[config.mk]
export PLATFORM = sky130hd
export DESIGN_NAME = dmem_ctrl
export DESIGN_NICKNAME = d
export VERILOG_FILES = /design/src/rtl/dmem_pkg.sv /design/src/rtl/dmem_ctrl.sv
export SDC_FILE = /design/constraint.sdc
export NUM_CORES = 1
export LEC_CHECK = 0
export ABC_AREA = 1
export CAP_MARGIN = 30
export CORE_UTILIZATION = 42
export CTS_CLUSTER_SIZE = 16
export DETAILED_ROUTE_END_ITERATION = 6
export GPL_TIMING_DRIVEN = 0
export PLACE_DENSITY = 0.95
export SYNTH_ARGS = -nofsm -noshare
export SYNTH_HDL_FRONTEND = slang
export SYNTH_SLANG_ARGS = --single-unit
[constraint.sdc]
create_clock -name clk -period 2.8 [get_ports clk]
set_clock_uncertainty 0.15 [all_clocks]
set_input_delay 0.56 -clock clk [delete_from_list [all_inputs] [get_ports clk]]
set_output_delay 0.56 -clock clk [all_outputs]
set_load 0.005 [all_outputs]
[src/rtl/dmem_pkg.sv]
`default_nettype none
// ============================================================================
//  Module   : dmem_pkg
//  Purpose  : Shared types and sizes for the data-memory access controller.
//             Holds the controller state encoding, the RAM word-address and
//             data widths, the wait-counter width, and the address-fault
//             helper used when DMEM_FAULT_CHECK_EN is defined.
//  Revision : 1.0  initial release
// ============================================================================
package dmem_pkg;

  localparam int DMEM_ADDR_BITS  = 8;
  localparam int DMEM_DATA_WIDTH = 32;
  // Wide enough to hold WAIT_CYCLES+1 for the largest legal WAIT_CYCLES (15).
  localparam int DMEM_WAIT_CNT_W = 5;

  typedef enum logic [1:0] {
    S_IDLE   = 2'd0,
    S_ACCESS = 2'd1,
    S_WAIT   = 2'd2,
    S_ACK    = 2'd3
  } dmem_state_e;

  // An address faults when it is not word aligned or lies beyond the
  // 1 KiB window covered by the RAM.
  function automatic logic dmem_addr_fault(input logic [DMEM_DATA_WIDTH-1:0] addr);
    return (|addr[1:0]) | (|addr[DMEM_DATA_WIDTH-1:DMEM_ADDR_BITS+2]);
  endfunction

endpackage
`default_nettype wire

[src/rtl/dmem_ctrl.sv]
`default_nettype none
// ============================================================================
//  Module   : dmem_ctrl
//  Purpose  : Single-access data-memory controller between the pipeline M
//             stage and a synchronous RAM with registered read data.
//             Accepts one load/store in IDLE, drives the RAM, stalls for
//             WAIT_CYCLES extra cycles and returns a one-cycle acknowledge.
//  Config   : DMEM_FAULT_CHECK_EN -- when defined, misaligned or out-of-range
//             addresses are acknowledged at once with mem_fault_M and never
//             touch the RAM. When undefined, mem_fault_M is 0.
//  Ports    :
//    clk             in   clock
//    rst_n           in   asynchronous active-low reset
//    mem_read_M      in   load request
//    mem_write_M     in   store request (wins over load if both high)
//    alu_out_M       in   [31:0] byte address
//    write_data_M    in   [31:0] store data
//    read_data_M     out  [31:0] load data, held until the next load
//    data_mem_ack_M  out  one-cycle access-complete pulse
//    mem_fault_M     out  access fault, valid with the acknowledge
//    ram_wr_en       out  RAM write enable
//    ram_addr        out  [7:0] RAM word address
//    ram_data_in     out  [31:0] RAM write data
//    ram_mem_out     in   [31:0] RAM read data, one cycle after address
//  Revision : 1.0  initial release
// ============================================================================
module dmem_ctrl
  import dmem_pkg::*;
#(
  parameter int WAIT_CYCLES = 0
) (
  input  logic                       clk,
  input  logic                       rst_n,
  input  logic                       mem_read_M,
  input  logic                       mem_write_M,
  input  logic [DMEM_DATA_WIDTH-1:0] alu_out_M,
  input  logic [DMEM_DATA_WIDTH-1:0] write_data_M,
  output logic [DMEM_DATA_WIDTH-1:0] read_data_M,
  output logic                       data_mem_ack_M,
  output logic                       mem_fault_M,
  output logic                       ram_wr_en,
  output logic [DMEM_ADDR_BITS-1:0]  ram_addr,
  output logic [DMEM_DATA_WIDTH-1:0] ram_data_in,
  input  logic [DMEM_DATA_WIDTH-1:0] ram_mem_out
);

  // A read needs one more WAIT cycle than a write because the RAM output
  // only becomes valid the cycle after the address is presented.
  localparam logic [DMEM_WAIT_CNT_W-1:0] c_rd_wait = DMEM_WAIT_CNT_W'(WAIT_CYCLES + 1);
  localparam logic [DMEM_WAIT_CNT_W-1:0] c_wr_wait = DMEM_WAIT_CNT_W'(WAIT_CYCLES);

  dmem_state_e                r_state;
  logic                       r_is_write;
  logic [DMEM_WAIT_CNT_W-1:0] r_wait_cnt;
  logic                       r_fault;
  logic                       w_req;
  logic                       w_fault;

  assign w_req = mem_read_M | mem_write_M;

`ifdef DMEM_FAULT_CHECK_EN
  assign w_fault     = dmem_addr_fault(alu_out_M);
  assign mem_fault_M = r_fault;
`else
  // Address bits outside the word index are don't-care in this build.
  logic w_unused_addr;
  assign w_unused_addr = ^{alu_out_M[DMEM_DATA_WIDTH-1:DMEM_ADDR_BITS+2],
                           alu_out_M[1:0], r_fault};
  assign w_fault     = 1'b0;
  assign mem_fault_M = 1'b0;
`endif

  always_ff @(posedge clk or negedge rst_n) begin
    if (!rst_n) begin
      r_state        <= S_IDLE;
      r_is_write     <= 1'b0;
      r_wait_cnt     <= '0;
      r_fault        <= 1'b0;
      read_data_M    <= '0;
      data_mem_ack_M <= 1'b0;
      ram_wr_en      <= 1'b0;
      ram_addr       <= '0;
      ram_data_in    <= '0;
    end else begin
      // Pulse outputs default low; each is raised for exactly one cycle.
      ram_wr_en      <= 1'b0;
      data_mem_ack_M <= 1'b0;
      r_fault        <= 1'b0;

      case (r_state)
        S_IDLE: begin
          if (w_req) begin
            ram_addr    <= alu_out_M[DMEM_ADDR_BITS+1:2];
            ram_data_in <= write_data_M;
            r_is_write  <= mem_write_M;
            if (w_fault) begin
              // Faulting access skips the RAM entirely.
              r_state        <= S_ACK;
              data_mem_ack_M <= 1'b1;
              r_fault        <= 1'b1;
            end else begin
              r_state   <= S_ACCESS;
              ram_wr_en <= mem_write_M;
            end
          end
        end

        S_ACCESS: begin
          if (!r_is_write) begin
            r_wait_cnt <= c_rd_wait;
            r_state    <= S_WAIT;
          end else if (c_wr_wait == '0) begin
            r_wait_cnt     <= '0;
            r_state        <= S_ACK;
            data_mem_ack_M <= 1'b1;
          end else begin
            r_wait_cnt <= c_wr_wait;
            r_state    <= S_WAIT;
          end
        end

        S_WAIT: begin
          r_wait_cnt <= r_wait_cnt - DMEM_WAIT_CNT_W'(1);
          if (r_wait_cnt == DMEM_WAIT_CNT_W'(1)) begin
            r_state        <= S_ACK;
            data_mem_ack_M <= 1'b1;
            if (!r_is_write) begin
              read_data_M <= ram_mem_out;
            end
          end
        end

        S_ACK: begin
          // Requests seen here are deliberately ignored; acceptance resumes
          // in IDLE on the following cycle.
          r_state <= S_IDLE;
        end

        default: r_state <= S_IDLE;
      endcase
    end
  end

endmodule
`default_nettype wire
# Word-level counts from Yosys, hierarchy flattened
# Index checks and enable logic that the tools add are counted.
[word_totals]
regBits = 82
latchBits = 0
ramBits = 0
romBits = 0
in_bits = 100
elab_cells = 33
memories = 0
[classes]
n_addsub = 1
multipliers = 0
n_div = 0
magnitude_cmp = 0
eq_ne = 6
shift = 0
mux = 11
n_bitwise = 2
n_reduce_logical = 5
[ops]
columns = ["operator", "n"]
rows = [
  ["$pmux 5 s2", 1],
  ["$pmux 2 s4", 1],
  ["$mux 1", 6],
  ["$eq 5x1->1 const B", 1],
  ["$sub 5x1->5 const B", 1],
  ["$eq 2x2->1 const B", 2],
  ["$mux 2", 2],
  ["$ne 2x2->1 const B", 2],
  ["$reduce_and 2->1", 2],
  ["$reduce_and 3->1", 1],
  ["$eq 2x1->1 const B", 1],
  ["$logic_not 2->1", 1],
  ["$pmux 1 s2", 1],
  ["$reduce_bool 2->1", 1],
  ["$not 1->1", 1],
  ["$or 1x1->1", 1],
]

# Longest topological paths before layout
[depth]
depth_word = 3
depth_mapped = 9

# Worst setup path before layout
# No wires, ideal clock.
[synth_timing]
path_kind = "register -> register"
startpoint = "reg r_state[0]"
endpoint = "reg read_data_M[0]"
setup_ps = 116
arrival_time_ps = 1342
required_ps = 2534
path_slack_ps = 1192
stages_incl_launch_ff = 8
path_buffers = 1
synth_period_minus_slack_ps = 1608
path_cell_list = "dfrtp_1 -> inv_1 -> ha_1 -> nor3b_4 -> nand2_2 -> buf_2 -> nand2_1 -> nand2_1"
[synth_via]
elab_chain_cells = 2
[synth_lines]
columns = ["element", "line", "source"]
rows = [
  ["start, declared", "dmem_ctrl.sv:52", "dmem_state_e r_state;"],
  ["start signal, assigned", "dmem_ctrl.sv:75", "r_state <= S_IDLE;"],
  ["start signal, assigned", "dmem_ctrl.sv:98", "r_state <= S_ACK;"],
  ["start signal, assigned", "dmem_ctrl.sv:102", "r_state <= S_ACCESS;"],
  ["$eq 2x2->1", "dmem_ctrl.sv:90", "case (r_state)"],
  ["$reduce_and 3->1 (no line)", "--", ""],
  ["end signal, assigned", "dmem_ctrl.sv:128", "read_data_M <= ram_mem_out;"],
  ["end, declared", "dmem_ctrl.sv:38", "output logic [DMEM_DATA_WIDTH-1:0] read_data_M,"],
]
# Every way passes these cells.
# A chain may end at the register's enable or synchronous reset.

# Worst setup path after layout
[layout_timing]
startpoint = "reg ram_data_in[17]"
endpoint = "out ram_data_in[17]"
[layout_lines]
columns = ["element", "line", "source"]
rows = [
  ["start, declared", "dmem_ctrl.sv:43", "output logic [DMEM_DATA_WIDTH-1:0] ram_data_in,"],
  ["start signal, assigned", "dmem_ctrl.sv:94", "ram_data_in <= write_data_M;"],
]
# No word-level cell between the ends.

==> reports/summary.txt <==
RR Endpoint -> ram_data_in[29]
Post-route ant nets -> 0
Clock latency on the worst-skew pair -> 0.33 ns
CTS max path bufs -> 2
Most Used Layer, Global Route -> met2
Via/cell ratio -> 4.73
Width of the die -> 91.0 um
Worst VDD drop -> 635 uV
Mean Syn Cell Area -> 8.73 um2
Worst endpoint data arrival time -> 1.24 ns
Worst Setup End Kind -> output pin
Multi-input gate area -> 0.00114 mm2
RePlAce Congestion -> 0.840
Sink Count -> 82
Commonest non-fill, non-tap cell in the layout -> nand2_1
Finished Cell Area -> 0.00513 mm2
Register area share after synthesis -> 61.7%
Fmax -> 0.512 GHz
Layout area overhead -> 54.4%
Share of layout cells above drive strength 1 -> 5.67%
Worst path cell trace -> clkdlybuf4s50_1
First-pass iteration count of the detailed router -> 4
Htree depth -> 3
Post-cts gate resize count -> 0
Routed WL -> 8.50 mm
Largest net degree at the start of global routing -> 46
Met1 Use GR -> 25.3%
DRC -> 0
Cts bufs inserted -> 9
Initial antenna violation count -> 0
Via Count -> 3070
Core area -> 0.00769 mm2
Slowest Stage Delay on Critical Path -> 0.54 ns
Final nets -> 647
GRT met3 Usage -> 6.03%
Worst Path Max Fanout -> 2
N_diodes -> 0
HP Class -> in -> async
Warnings from Yosys -> 0
Detailed Place HPWL -> 6.49 mm
Worst path slowest cell -> clkdlybuf4s50_1
Mapped Area -> 0.00332 mm2
Seq cells post-synth -> 82
Yosys top cell by area -> dfrtp_1
First DRT Iteration DRCs -> 133
Final hold vios -> 0
# fillers -> 606
Synth cell types -> 18
Mapped Cells -> 381
Root Driver -> clkbuf_8
Ports -> 175
Worst r2r src -> r_state[0]
Final setup fails -> 0
Placed instance area -> 0.00496 mm2
Hold-fix buffers, CTS -> 0
Reg2Reg Depth -> 8
Period utilization -> 69.7%
Chip height -> 91.0 um
Met2 GRT Util -> 37.5%
Crit Path Category -> reg -> out
Num rows -> 32
Required @ worst endpoint -> 2.09 ns
Synth top area cells -> dfrtp_1, nand2_1, nand3_1, ha_1, inv_1
Worst-path clk slew -> 0.08 ns
DIE AREA -> 0.00828 mm2
Yosys top cell area share -> 61.7%
Leak Pwr -> 0.00253 uW
Max Cap Viol -> 0
Worst path top cell family by delay -> buffers and inverters
WL per Instance -> 13.1 um
First-pass GRT wire length -> 14.2 mm
Fin. max-slew vios -> 0
Post-CTS Setup Repair Bufs -> 0
Vias in the first global route -> 3151
Minimum clock period -> 1.95 ns
Pre-CTS setup slack -> 0.525 ns
GRT Total Usage -> 21.7%
Final worst setup slack -> 0.848 ns
PD cells -> 1070 mW/mm2
FF+latch area -> 0.00205 mm2
Status -> finished clean
Buf+Inv Stages, Crit Path -> 1
Initial core utilization -> 43.2%
RSZ-0062 raised after global routing -> false
Type of origin of the critical path -> register
Input/output buffers -> 149
CTS tree -> done
Flop2flop setup slack -> 0.86 ns
Most frequent cells in the layout -> nand2_1, clkdlybuf4s50_1, dfrtp_1
Grt ovf -> 0
Synth Net Count -> 486
per-layer routing:
layer,vias up,wire [um]
met5,-,0
met3,13,730
li1,1499,-
met1,1419,3480
met4,0,153
met2,139,4130
worst max-delay path by stage:
stage                          startpoint              end  slack (ns)  depth (start not counted)
final                     ram_data_in[17]  ram_data_in[17]        0.85                          1
after global routing           r_state[0]      ram_addr[2]        0.63                          8
after CTS                 ram_data_in[23]  ram_data_in[23]        0.83                          1
after detailed placement      mem_write_M  ram_data_in[29]        0.52                          7
after global placement              rst_n  ram_data_in[10]       -1.74                          1
after floorplan                r_state[0]   read_data_M[0]        1.19                          7
flip-flops by register name, indices dropped and copies added, names as in the netlist:
register        flops
data_mem_ack_M      1
ram_addr            8
r_wait_cnt          5
r_is_write          1
r_state             2
ram_wr_en           1
ram_data_in        32
read_data_M        32
per-stage QoR:
step / util [%] / TNS (ns) / hold WS (ns) / cells / power (uW)
2_1_floorplan: - / 0 / 0.114 / 381 / 3240
3_3_place_gp: 64.3 / -142.20 / 0.303 / 632 / 4650
3_5_place_dp: 64.5 / 0 / 0.308 / 633 / 4800
4_1_cts: 66.8 / 0 / 0.0335 / 649 / 5560
5_1_grt: 66.8 / 0 / 0.0546 / 649 / 5970
6_report: 66.8 / 0 / 0.0293 / 649 / 5510
Yosys cell counts (all sizes together):
master and count:
nand3 40, buf 10, o22ai 1, clkbuf 8
nand2 202, ha 5, nor2 10, a21oi 3
nor3 1, dfrtp 82, nor3b 1, conb 1
xor2 1, inv 14, o21ai 2
logic make-up after synthesis:
family | Yosys count | share of synthesized area (%)
AOI/OAI and AO/OA | 6 | 1.05
xor gates and xnor gates | 1 | 0.264
adders and majority gates | 5 | 1.88
buffers and inverters | 32 | 4.06
DFF | 82 | 61.7
other | 1 | 0.113
and+or+nand+nor | 254 | 30.9
report_power, final:
| group | internal (uW) | switching [uW] | leakage, uW |
|---|---|---|---|
| combinational | 1410 | 1240 | 0.00145 |
| sequential | 1770 | 341 | 0.00100 |
| clock | 342 | 400 | 0.0000851 |
cell type report:
| type | instances | area share [%] |
|---|---|---|
| clock inverters | 5 | 0.585 |
| multi-input cells | 267 | 22.2 |
| well taps | 102 | 2.49 |
| plain buffers | 18 | 1.61 |
| flip-flops and latches | 82 | 40.0 |
| clock buffers | 11 | 2.75 |
| inverters | 14 | 1.02 |
| repair buffers | 150 | 29.4 |
Note: power is estimated with default switching activity, not from simulation.
